--- src/rtl/seq_shifter_pkg.sv ---
// Shared mode and state definitions for the sequential shifter.
package seq_shifter_pkg;

  localparam logic [1:0] SH_LSL = 2'b00;
  localparam logic [1:0] SH_LSR = 2'b01;
  localparam logic [1:0] SH_ASR = 2'b10;
  localparam logic [1:0] SH_ROR = 2'b11;

  typedef enum logic [1:0] {
    ST_IDLE  = 2'b00,
    ST_SHIFT = 2'b01,
    ST_DONE  = 2'b10
  } state_t;

endpackage

--- src/rtl/seq_shifter_step.sv ---
// One-bit shift step: next word plus the bit that leaves the word.
module shift_step
  import seq_shifter_pkg::*;
#(
  parameter int unsigned WIDTH = 16
) (
  input  logic [WIDTH-1:0] word,
  input  logic [1:0]       mode,
  output logic [WIDTH-1:0] word_nxt,
  output logic             bit_out
);

  always_comb begin
    word_nxt = word;
    bit_out  = 1'b0;
    case (mode)
      SH_LSL: begin
        word_nxt = {word[WIDTH-2:0], 1'b0};
        bit_out  = word[WIDTH-1];
      end
      SH_LSR: begin
        word_nxt = {1'b0, word[WIDTH-1:1]};
        bit_out  = word[0];
      end
      SH_ASR: begin
        word_nxt = {word[WIDTH-1], word[WIDTH-1:1]};
        bit_out  = word[0];
      end
      SH_ROR: begin
        word_nxt = {word[0], word[WIDTH-1:1]};
        bit_out  = word[0];
      end
      default: begin
        word_nxt = word;
        bit_out  = 1'b0;
      end
    endcase
  end

endmodule

--- src/rtl/seq_shifter.sv ---
// Multi-cycle shifter, one bit per clock, valid/ready on both sides.
// Optional carry output enabled by SEQ_SHIFTER_CARRY_EN.
module seq_shifter
  import seq_shifter_pkg::*;
#(
  parameter int unsigned WIDTH = 16,
  parameter int unsigned AMT_W = $clog2(WIDTH)
) (
  input  logic             clk,
  input  logic             reset_n,
  input  logic             in_valid,
  output logic             in_ready,
  input  logic [WIDTH-1:0] in,
  input  logic [1:0]       shift,
  input  logic [AMT_W-1:0] amt,
  output logic             out_valid,
  input  logic             out_ready,
  output logic [WIDTH-1:0] sout
`ifdef SEQ_SHIFTER_CARRY_EN
  ,
  output logic             carry
`endif
);

  state_t           state, state_nxt;
  logic [AMT_W-1:0] count;
  logic [1:0]       mode;
  logic [WIDTH-1:0] step_word;
  logic             accept, do_step;
`ifdef SEQ_SHIFTER_CARRY_EN
  logic             step_bit;
`else
  logic             step_bit_unused;
`endif

  shift_step #(.WIDTH(WIDTH)) u_step (
    .word     (sout),
    .mode     (mode),
    .word_nxt (step_word),
`ifdef SEQ_SHIFTER_CARRY_EN
    .bit_out  (step_bit)
`else
    .bit_out  (step_bit_unused)
`endif
  );

  always_ff @(posedge clk) begin
    if (!reset_n) state <= ST_IDLE;
    else          state <= state_nxt;
  end

  always_comb begin
    state_nxt = state;
    accept    = 1'b0;
    do_step   = 1'b0;
    case (state)
      ST_IDLE: begin
        if (in_valid) begin
          accept    = 1'b1;
          state_nxt = ST_SHIFT;
        end
      end
      ST_SHIFT: begin
        if (count == '0) state_nxt = ST_DONE;
        else             do_step   = 1'b1;
      end
      ST_DONE: begin
        if (out_ready) state_nxt = ST_IDLE;
      end
      default: state_nxt = ST_IDLE;
    endcase
  end

  assign in_ready  = (state == ST_IDLE);
  assign out_valid = (state == ST_DONE);

  always_ff @(posedge clk) begin
    if (!reset_n) begin
      sout  <= '0;
      count <= '0;
      mode  <= SH_LSL;
    end else if (accept) begin
      sout  <= in;
      mode  <= shift;
      count <= amt;
    end else if (do_step) begin
      sout  <= step_word;
      count <= count - 1'b1;
    end
  end

`ifdef SEQ_SHIFTER_CARRY_EN
  // Cleared on accept so a zero-step request reports no carry.
  always_ff @(posedge clk) begin
    if (!reset_n)     carry <= 1'b0;
    else if (accept)  carry <= 1'b0;
    else if (do_step) carry <= step_bit;
  end
`endif

endmodule

--- config.mk ---
export PLATFORM = sky130hd
export DESIGN_NAME = seq_shifter
export DESIGN_NICKNAME = d
export VERILOG_FILES = /design/src/rtl/seq_shifter_pkg.sv /design/src/rtl/seq_shifter_step.sv /design/src/rtl/seq_shifter.sv
export SDC_FILE = /design/constraint.sdc
export NUM_CORES = 1
export LEC_CHECK = 0
export CAP_MARGIN = 15
export CORE_MARGIN = 2
export CORE_UTILIZATION = 24
export DETAILED_ROUTE_END_ITERATION = 12
export PLACE_DENSITY_LB_ADDON = 0.25
export SYNTH_ARGS = -nofsm -noshare
export SYNTH_HDL_FRONTEND = slang
export SYNTH_SLANG_ARGS = --single-unit
--- constraint.sdc ---
create_clock -name clk -period 1.7 [get_ports clk]
set_input_delay 0.255 -clock clk [delete_from_list [all_inputs] [get_ports clk]]
set_output_delay 0.255 -clock clk [all_outputs]
set_load 0.02 [all_outputs]
* Yosys cells after proc, flatten, opt, wreduce, memory -nomap -nowiden
Cells that the tools add are included.
** Word-level totals
- Word-level logic and storage cells :: 34
- Register bits after elaboration :: 24
- Output and inout port bits :: 18
** Cells by class
- $add $sub $neg :: 1
- Reduce and logical (&&, ||, !) cells :: 6
- Eq/ne operators :: 9
- Muxes and demuxes :: 13
** Operators with widths (number)
- 16-bit one-hot mux with 4 select lines :: 1
- 16-bit 2-to-1 mux :: 2
- 4-bit 2-to-1 mux :: 2
- 2-bit equality test, second input constant :: 3
- 2-bit 2-to-1 mux :: 3
- 2-bit != test, second input constant :: 3
- 2-bit one-hot mux with 3 select lines :: 1
- 2-bit by 1-bit equality test with 1-bit output, second input constant :: 2
- 2-bit logical NOT :: 2
- 4-bit logical NOT :: 1
- 1-bit 2-to-1 mux :: 4
- 4-bit by 1-bit subtractor with 4-bit output, second input constant :: 1
- 3-bit AND reduction :: 1
- 2-bit by 1-bit != test with 1-bit output, second input constant :: 1
- 2-bit AND reduction :: 1
- 2-bit nonzero test :: 1

* Longest topological paths before layout
Gate-level depths: netlist (run 1).
- Word-level depth :: 5
- Depth in mapped cells :: 6
- Depth with buffers taken out :: 5

* Cells and area by module
Synthesis (run 1) repeated with hierarchy kept, for this count alone.
** Second synthesis, totals
- Cells, all modules :: 165
- Area total of the unflattened synthesis :: 1440.1 um^2
** By module, submodules not included
- seq_shifter :: cells each 144, area an instance 1182.4 um^2, instances 1
- shift_step :: cells each 21, area an instance 257.7 um^2, instances 1

* Worst setup path after synthesis (run 1)
No wires, ideal clock.
- Path type :: register to register
- Start :: register count[0]
- End :: register sout[10]
- Data required time :: 1583 ps
- Cell stages (with the launch flop) :: 7
- Setup slack :: 42 ps
- Clock period less this slack :: 1658 ps
- Data arrival time :: 1541 ps
- Path buffers :: 1
- Cell sequence :: dfxtp_1 inv_1 ha_1 and4bb_1 o31a_1 buf_2 a32o_1
** On the way
- Longest elaborated chain between the ends :: 4
** Ends and longest elaborated chain
- start, declared :: line seq_shifter.sv:26 : logic [AMT_W-1:0] count;
- start signal, assigned :: line seq_shifter.sv:85 : count <= amt;
- start signal, assigned :: line seq_shifter.sv:88 : count <= count - 1'b1;
- 4-bit logical NOT :: line seq_shifter.sv:64 : if (count == '0) state_nxt = ST_DONE;
- 1-bit 2-to-1 mux :: line seq_shifter.sv:64
- 1-bit 2-to-1 mux :: line seq_shifter.sv:56 : case (state)
- 2-bit nonzero test (no source line)
- end signal, assigned :: line seq_shifter.sv:83 : sout <= in;
- end signal, assigned :: line seq_shifter.sv:87 : sout <= step_word;
- end, declared :: line seq_shifter.sv:18 : output logic [WIDTH-1:0] sout
Every way passes these cells.
A chain may end at the register's enable or synchronous reset.

* Worst setup path after layout (run 1)
- Start :: register count[0]
- End :: register sout[4]
Same word-level chain as after synthesis.

==> tab_implementation.tex, run 1 <==
\begin{tabular}{lr}
\hline
Metric & Value \\
\hline
\multicolumn{2}{l}{\textbf{Flow run}} \\
Max-cap violation count & 0 \\
\multicolumn{2}{l}{\textbf{Drt}} \\
Remaining design rule violation count & 0 \\
Vias after detailed routing & between 1000 and 1500 \\
Remaining antenna violation count & 0 \\
Iteration count of the initial detailed-routing pass & 4 \\
Detail-routed via count per cell & between 4 and 5 \\
Mean routed wirelength per cell & around 13 um \\
Initial detailed-routing violation count & 100 \\
Total Routed Length & a little under 4000 um \\
\multicolumn{2}{l}{\textbf{Critical path}} \\
Critical Path Fanout Max & 14 \\
Setup crit start kind & register \\
Delay of the slowest cell on the worst path & approximately 340 ps \\
R2R setup slack & roughly 86 ps \\
Capturing element type of the critical path & register \\
Required time at the endpoint of the critical path & between 1500 and 2000 ps \\
Critical-path cell with the highest stage delay & sky130\_fd\_sc\_hd\_\_dfxtp\_2 \\
Critical path start-end classification & register to register \\
Largest delay contributor family on the critical path & compound AO/OA/AOI/OAI gates \\
WP data arrival & 1780 ps \\
Buf+Inv Stages, Crit Path & 2 \\
Cell Chain, Critical Path & inv\_1 > ha\_2 > and4bb\_2 > o31a\_1 > buf\_12 > a32o\_1 \\
\multicolumn{2}{l}{\textbf{Pwr}} \\
Share of total power in sequential cells & a little over a third \\
Internal power & 1370 uW \\
Pleak & just over 0.0007 uW \\
Sw Share & about a third \\
Comb power frac & $\sim$39\% \\
Power density of the placed cells & between 900 and 1000 mW/mm2 \\
Peak supply drop & $\sim$370 uV \\
NetSw & around 650 uW \\
Clock Power Share & 25.1\% \\
\multicolumn{2}{l}{\textbf{Floorplanning}} \\
Total number of placement rows & 27 \\
Die Outline Area & roughly 0.0064 mm2 \\
I/O pin count & 44 \\
Initial cell density of the core & 25.0\% \\
Die Width & around 80 um \\
Core Box Area & roughly 0.0056 mm2 \\
Height of the die & approximately 80 um \\
\multicolumn{2}{l}{\textbf{Global routing}} \\
All-layer global routing usage & between 10 and 15\% \\
Antenna violations before repair & 0 \\
Grt met3 use & 1.91\% \\
Number of global-route vias before repair & about 1300 \\
Most crowded layer after global routing & met2 \\
Maximum number of pins on one net before global-route repair & 33 \\
Sum of overflow across all layers after global routing & 0 \\
Global-route wire length before repair & about 6300 um \\
Met1 usage & 17.6\% \\
Met2 layer usage reported by global route & between 15 and 20\% \\
\multicolumn{2}{l}{\textbf{Layout}} \\
Number of antenna repair diodes & 0 \\
Commonest non-fill, non-tap cell in the layout & sky130\_fd\_sc\_hd\_\_clkdlybuf4s50\_1 \\
Fraction of layout cells with a size suffix above 1 & between 10\% and 20\% \\
Fin nets & $\sim$250 \\
Most frequent cells in the layout & 41 x sky130\_fd\_sc\_hd\_\_clkdlybuf4s50\_1, 22 x sky130\_fd\_sc\_hd\_\_dfxtp\_1, 19 x sky130\_fd\_sc\_hd\_\_buf\_4 \\
Post-Route Utilization & 37.8\% \\
Layout-stage area growth over the synthesis result & 51.3\% \\
\multicolumn{2}{l}{\textbf{STA}} \\
Slew at the pin closest to its max-slew limit & around 340 ps \\
Relative slew slack & a little under 80\% \\
Final clock period utilization by the worst path & a little over nine tenths \\
Maximum clock frequency & roughly 620 MHz \\
Count of final hold-check violations & 0 \\
Final setup violation count & 0 \\
Setup clock skew after layout & 4.34 ps \\
Unrepaired setup endpoints after global routing & false \\
Post-layout min period & between 1500 and 2000 ps \\
Number of max-slew violations in the final report & 0 \\
Post-route setup TNS & 0 ps \\
Final worst slack & $\sim$86 ps \\
\multicolumn{2}{l}{\textbf{Placed design}} \\
Port Buffers & between 40 and 50 \\
Worst slack after detailed placement & -249 ps \\
Placer's final routability congestion estimate & between 0.8 and 0.9 \\
DPL Wire Length & approximately 2800 um \\
\multicolumn{2}{l}{\textbf{Synthesis}} \\
Number of warnings reported in the yosys synthesis log & 0 \\
Area of the mapped netlist & 0.00139 mm2 \\
Seq/Total Area, Yosys & 34.5\% \\
Synthesized netlist net count & approximately 190 \\
Mean post-synth cell area & about 8.4 um2 \\
Synth unique cells & 36 \\
Share of flip-flops with an asynchronous set or reset after synthesis & 0\% \\
Post-synthesis sequential element count & 24 \\
Main synth FF type & sky130\_fd\_sc\_hd\_\_dfxtp\_1 \\
Number of flops mapped to enable cells by yosys & 0 \\
Gate Count Post-Synth & 165 \\
\multicolumn{2}{l}{\textbf{Clock network}} \\
Clock Pin Slew Worst Setup and Hold Paths & around 90 ps \\
Clk sinks & 24 \\
Cell at the root of the clock tree & sky130\_fd\_sc\_hd\_\_clkbuf\_8 \\
H-tree levels & 1 \\
Maximum clock insertion buffer count & 2 \\
TritonCTS buffer count & 3 \\
Clock latency on the worst-skew pair & approximately 270 ps \\
Number of buffers added to fix hold violations after cts & 0 \\
TritonCTS clock tree & built \\
\multicolumn{2}{l}{\textbf{Status}} \\
Result of the run & finished, final reports clean \\
\multicolumn{2}{l}{\textbf{Hold path}} \\
HP Class & register to register \\
\hline
\end{tabular}
## worst min-delay path: stages, from the launching register on
cell and delay [ps]:
sky130_fd_sc_hd__dfxtp_1 340, sky130_fd_sc_hd__nand2_1 60, sky130_fd_sc_hd__a21oi_1 50
## layout make-up
type	instances	area, um2
sequential	24	483
timing repair buffer	64	611
multi-input combinational	109	790
tap	72	90.1
inverter	17	63.8
fill	576	3470
clock inverter	1	30.0
clock buffer	3	41.3
## synthesized netlist by cell type, drive strengths merged, types with 4 or more instances
| master | number | area, um2 |
|---|---|---|
| a21oi | 4 | 20.0 |
| a32o | 14 | 140 |
| buf | 5 | 23.8 |
| clkbuf | 10 | 38.8 |
| dfxtp | 24 | 480 |
| inv | 17 | 63.8 |
| nand2 | 6 | 22.5 |
| nand2b | 17 | 106 |
| nor2 | 4 | 15.0 |
| o21ai | 20 | 100 |
| o311ai | 14 | 123 |
## power groups by stage
stage / clock, uW / combinational [uW] / sequential [uW]
final: 506 / 783 / 728
after global placement: 0 / 773 / 743
after CTS: 522 / 788 / 729
after detailed placement: 0 / 777 / 741
after floorplan: 0 / 361 / 791
after global routing: 546 / 853 / 745
## path summary, 6_finish.rpt
check,from,end,cells after the start
setup / recovery,count[0],sout[4],6
hold / removal,mode[1],mode[1],2
setup reg to reg,count[0],sout[4],6
hold reg to reg,mode[1],mode[1],2
## logic make-up (layout without fill, tap and decap cells)
| group | after synthesis | in the layout | share of synthesized area (%) |
|---|---|---|---|
| DFF | 24 | 24 | 34.5 |
| AOI/OAI and AO/OA | 63 | 63 | 34.5 |
| and+or+nand+nor | 45 | 45 | 21.1 |
| buffers and inverters | 32 | 85 | 9.07 |
| adders and majority gates | 1 | 1 | 0.898 |
## metrics by stage
step | cells | total power [uW] | instance area, um2 | hold slack [ps]
final | 290 | 2020 | 2110 | 493
after global routing | 290 | 2140 | 2110 | 529
after CTS | 290 | 2040 | 2100 | 495
after detailed placement | 285 | 1520 | 2010 | 484
after global placement | 285 | 1520 | 2010 | 477
after floorplan | 165 | 1150 | 1390 | 391
## per-layer routing
metal  up-vias  part of all wire [%]
met1       668                    51
met5         -                     0
met2        25                    44
met3         2                   3.2
li1        740                     -
met4         0                   1.1
## state kept, by name, indices dropped and copies added, names as in the netlist
name / cells
mode: 2
state: 2
count: 4
sout: 16
## repair_timing
action / in CTS / in global routing
pin swaps: 1 / 1
endpoints found under the setup margin: 17 / 15
setup buffers: 1 / 0
resized for setup: 3 / 3
(Power assumes the default switching activity.)
==> run 2: changes to the inputs <==
Settings changed: PLACE_DENSITY from default to 0.58, PLACE_DENSITY_LB_ADDON 0.25 to default.
==> run 2 against run 1 <==
  * Register-to-register slack worse by 50 ps
  * Utilization up 0.18 points
  * Clock-buffer cell count up 1
  * Global-route usage up 0.88 points
  * First-iteration DRC count down 10%
  * Clock skew down 2.5 ps
  * Routed wire length up 3.5%
  * Non-clock buffer count up 1
  * Critical path type unchanged
  * Critical endpoint is now sout[0]
==> tab_implementation.tex, run 2 (synthesized netlist as in run 1, its figures left out) <==
\begin{tabular}{lr}
\hline
Metric & Value \\
\hline
\multicolumn{2}{l}{\textbf{Status}} \\
Result of the run & finished, final reports clean (unchanged) \\
\multicolumn{2}{l}{\textbf{Layout}} \\
Commonest non-fill, non-tap cell in the layout & sky130\_fd\_sc\_hd\_\_clkdlybuf4s50\_1 (unchanged) \\
Fin nets & 247 (was 246) \\
Layout-stage area growth over the synthesis result & 52.0\% (was 51.3\%) \\
Number of antenna repair diodes & 0 (unchanged) \\
Number of flip-flops under the largest register name & 16 (unchanged) \\
Finished layout cell area & 0.00212 mm2 (was 0.00211 mm2) \\
Registers with the most flip-flops & sout x16, count x4 (unchanged) \\
Most frequent cells in the layout & 41 x sky130\_fd\_sc\_hd\_\_clkdlybuf4s50\_1, 22 x sky130\_fd\_sc\_hd\_\_dfxtp\_1, 19 x sky130\_fd\_sc\_hd\_\_buf\_4 (unchanged) \\
Number of fillers in the final layout & 585 (was 576) \\
Reg with most FFs & sout (unchanged) \\
Fraction of layout cells with a size suffix above 1 & 15.1\% (was 14.2\%) \\
\multicolumn{2}{l}{\textbf{STA}} \\
Final setup violation count & 0 (unchanged) \\
Final worst slack & 37.0 ps (was 85.8 ps) \\
Maximum clock frequency & 601 MHz (was 619 MHz) \\
Count of final hold-check violations & 0 (unchanged) \\
Final clock period utilization by the worst path & 97.8\% (was 95.0\%) \\
Unrepaired setup endpoints after global routing & true (was false) \\
Post-layout min period & 1660 ps (was 1610 ps) \\
Slew at the pin closest to its max-slew limit & 488 ps (was 340 ps) \\
Relative slew slack & 67.4\% (was 77.0\%) \\
Number of max-slew violations in the final report & 0 (unchanged) \\
Setup clock skew after layout & 1.80 ps (was 4.34 ps) \\
Tightest hold margin & 468 ps (was 493 ps) \\
\multicolumn{2}{l}{\textbf{Pwr}} \\
Share of total power in sequential cells & 37.9\% (was 36.1\%) \\
Internal power & 1280 uW (was 1370 uW) \\
Pleak & 0.000731 uW (was 0.000726 uW) \\
Comb power frac & 41.9\% (was 38.8\%) \\
Power density of the placed cells & 910 mW/mm2 (was 957 mW/mm2) \\
NetSw & 652 uW (was 647 uW) \\
Sw Share & 33.8\% (was 32.1\%) \\
Peak supply drop & 363 uV (was 369 uV) \\
Clock Power Share & 20.2\% (was 25.1\%) \\
\multicolumn{2}{l}{\textbf{Critical path}} \\
Capturing element type of the critical path & register (unchanged) \\
WP data arrival & 1820 ps (was 1780 ps) \\
Largest delay contributor family on the critical path & compound AO/OA/AOI/OAI gates (unchanged) \\
Required time at the endpoint of the critical path & 1860 ps (was 1870 ps) \\
Delay of the slowest cell on the worst path & 370 ps (was 340 ps) \\
Critical Path Fanout Max & 3 (was 14) \\
Cell Chain, Critical Path & inv\_1 > ha\_2 > and4bb\_2 > buf\_4 > a2111o\_1 > o221a\_1 (was inv\_1 > ha\_2 > and4bb\_2 > o31a\_1 > buf\_12 > a32o\_1) \\
Setup crit start kind & register (unchanged) \\
Critical-path cell with the highest stage delay & sky130\_fd\_sc\_hd\_\_a2111o\_1 (was sky130\_fd\_sc\_hd\_\_dfxtp\_2) \\
Buf+Inv Stages, Crit Path & 2 (unchanged) \\
Critical path start-end classification & register to register (unchanged) \\
\multicolumn{2}{l}{\textbf{Drt}} \\
Mean routed wirelength per cell & 13.8 um (was 13.4 um) \\
Remaining design rule violation count & 0 (unchanged) \\
Total Routed Length & 4020 um (was 3880 um) \\
Initial detailed-routing violation count & 90 (was 100) \\
Iteration count of the initial detailed-routing pass & 5 (was 4) \\
Remaining antenna violation count & 0 (unchanged) \\
Vias after detailed routing & 1428 (was 1435) \\
Detail-routed via count per cell & 4.91 (was 4.95) \\
\multicolumn{2}{l}{\textbf{Global routing}} \\
Maximum number of pins on one net before global-route repair & 33 (unchanged) \\
Antenna violations before repair & 0 (unchanged) \\
Global-route wire length before repair & 6710 um (was 6270 um) \\
Sum of overflow across all layers after global routing & 0 (unchanged) \\
Number of global-route vias before repair & 1402 (was 1278) \\
All-layer global routing usage & 13.2\% (was 12.3\%) \\
\multicolumn{2}{l}{\textbf{Floorplanning}} \\
Die Width & 80.2 um (unchanged) \\
Initial cell density of the core & 25.0\% (unchanged) \\
Height of the die & 80.2 um (unchanged) \\
Die Outline Area & 0.00643 mm2 (unchanged) \\
I/O pin count & 44 (unchanged) \\
Total number of placement rows & 27 (unchanged) \\
Core Box Area & 0.00557 mm2 (unchanged) \\
\multicolumn{2}{l}{\textbf{Clock network}} \\
TritonCTS buffer count & 3 (unchanged) \\
Clock Pin Slew Worst Setup and Hold Paths & 80 ps (was 90 ps) \\
TritonCTS clock tree & built (unchanged) \\
H-tree levels & 1 (unchanged) \\
Number of buffers added to fix hold violations after cts & 0 (unchanged) \\
Clock latency on the worst-skew pair & 270 ps (about the same) \\
Clk sinks & 24 (unchanged) \\
Maximum clock insertion buffer count & 2 (unchanged) \\
Cell at the root of the clock tree & sky130\_fd\_sc\_hd\_\_clkbuf\_8 (unchanged) \\
\multicolumn{2}{l}{\textbf{Flow run}} \\
Max-cap violation count & 0 (unchanged) \\
\multicolumn{2}{l}{\textbf{Placed design}} \\
Placer's final routability congestion estimate & 0.870 (was 0.819) \\
Area after detailed placement & 0.00202 mm2 (was 0.00201 mm2) \\
Worst slack after detailed placement & -269 ps (was -249 ps) \\
Port Buffers & 43 (unchanged) \\
DPL Wire Length & 2880 um (was 2830 um) \\
\multicolumn{2}{l}{\textbf{Hold path}} \\
HP Class & register to register (unchanged) \\
\hline
\end{tabular}
==> run 2: cell count changes in the layout (fill, tap and decap cells not counted) <==
cell	change
sky130_fd_sc_hd__buf_12	+1
sky130_fd_sc_hd__clkbuf_8	+1
sky130_fd_sc_hd__a311oi_1	-1
sky130_fd_sc_hd__a311oi_2	+1
sky130_fd_sc_hd__bufinv_16	-1
==> run 2: worst register-to-register path, cell delays in order (launching register included) <==
cell	delay (ps)
sky130_fd_sc_hd__dfxtp_2	340
sky130_fd_sc_hd__inv_1	50
sky130_fd_sc_hd__ha_2	180
sky130_fd_sc_hd__and4bb_2	270
sky130_fd_sc_hd__buf_4	140
sky130_fd_sc_hd__a2111o_1	370
sky130_fd_sc_hd__o221a_1	210
==> run 2: power groups by stage <==
stage	clock network [uW]	registers (uW)	logic, uW
final	390	730	807
after global routing	427	746	879
after CTS	404	730	803
after detailed placement	0	743	780
after global placement	0	744	768
after floorplan	0	791	361
==> run 2: per-stage QoR <==
| stage | util (%) | cells | power [uW] | TNS [ps] |
|---|---|---|---|---|
| after detailed placement | 36.2 | 284 | 1520 | -3840 |
| after CTS | 37.8 | 291 | 1940 | 0 |
| final | 38.0 | 291 | 1930 | 0 |
| after floorplan | - | 165 | 1150 | 0 |
| after global routing | 38.0 | 291 | 2050 | -8.78 |
| after global placement | 36.2 | 284 | 1510 | -3110 |
==> run 2: final timing paths <==
| check | cells after the start | start | to | slack (ps) |
|---|---|---|---|---|
| setup / recovery | 6 | count[0] | sout[0] | 40 |
| hold / removal | 2 | mode[1] | mode[1] | 470 |
| setup reg to reg | 6 | count[0] | sout[0] | 40 |
| hold reg to reg | 2 | mode[1] | mode[1] | 470 |
==> run 2: metal layers <==
| layer | track usage, % | part of all wire (%) |
|---|---|---|
| met5 | 0 | 0 |
| met4 | 5.59 | 1.5 |
| met3 | 1.69 | 3.5 |
| met2 | 21.8 | 47 |
| met1 | 17.2 | 48 |
==> run 2: what timing repair did <==
action                                  in CTS  in global routing
cloned                                       0                  0
pin swaps                                    1                  0
gates resized for setup                      5                  2
endpoints found under the setup margin      18                  3
buffers inserted                             3                  0
==> run 2: area by class of cell <==
class / count / area [um2] / area share, %
flip-flops and latches: 24 / 483 / 22.8
inverters: 17 / 63.8 / 3.01
multi-input cells: 109 / 796 / 37.6
repair buffers: 65 / 631 / 29.8
well taps: 72 / 90.1 / 4.25
clock buffers: 4 / 55.1 / 2.60
==> run 3: changes to the inputs <==
Settings changed: GPL_ROUTABILITY_DRIVEN from default to 0.
==> results of run 3 <==
The final DEF is identical to that of run 2; final timing and power are the same.
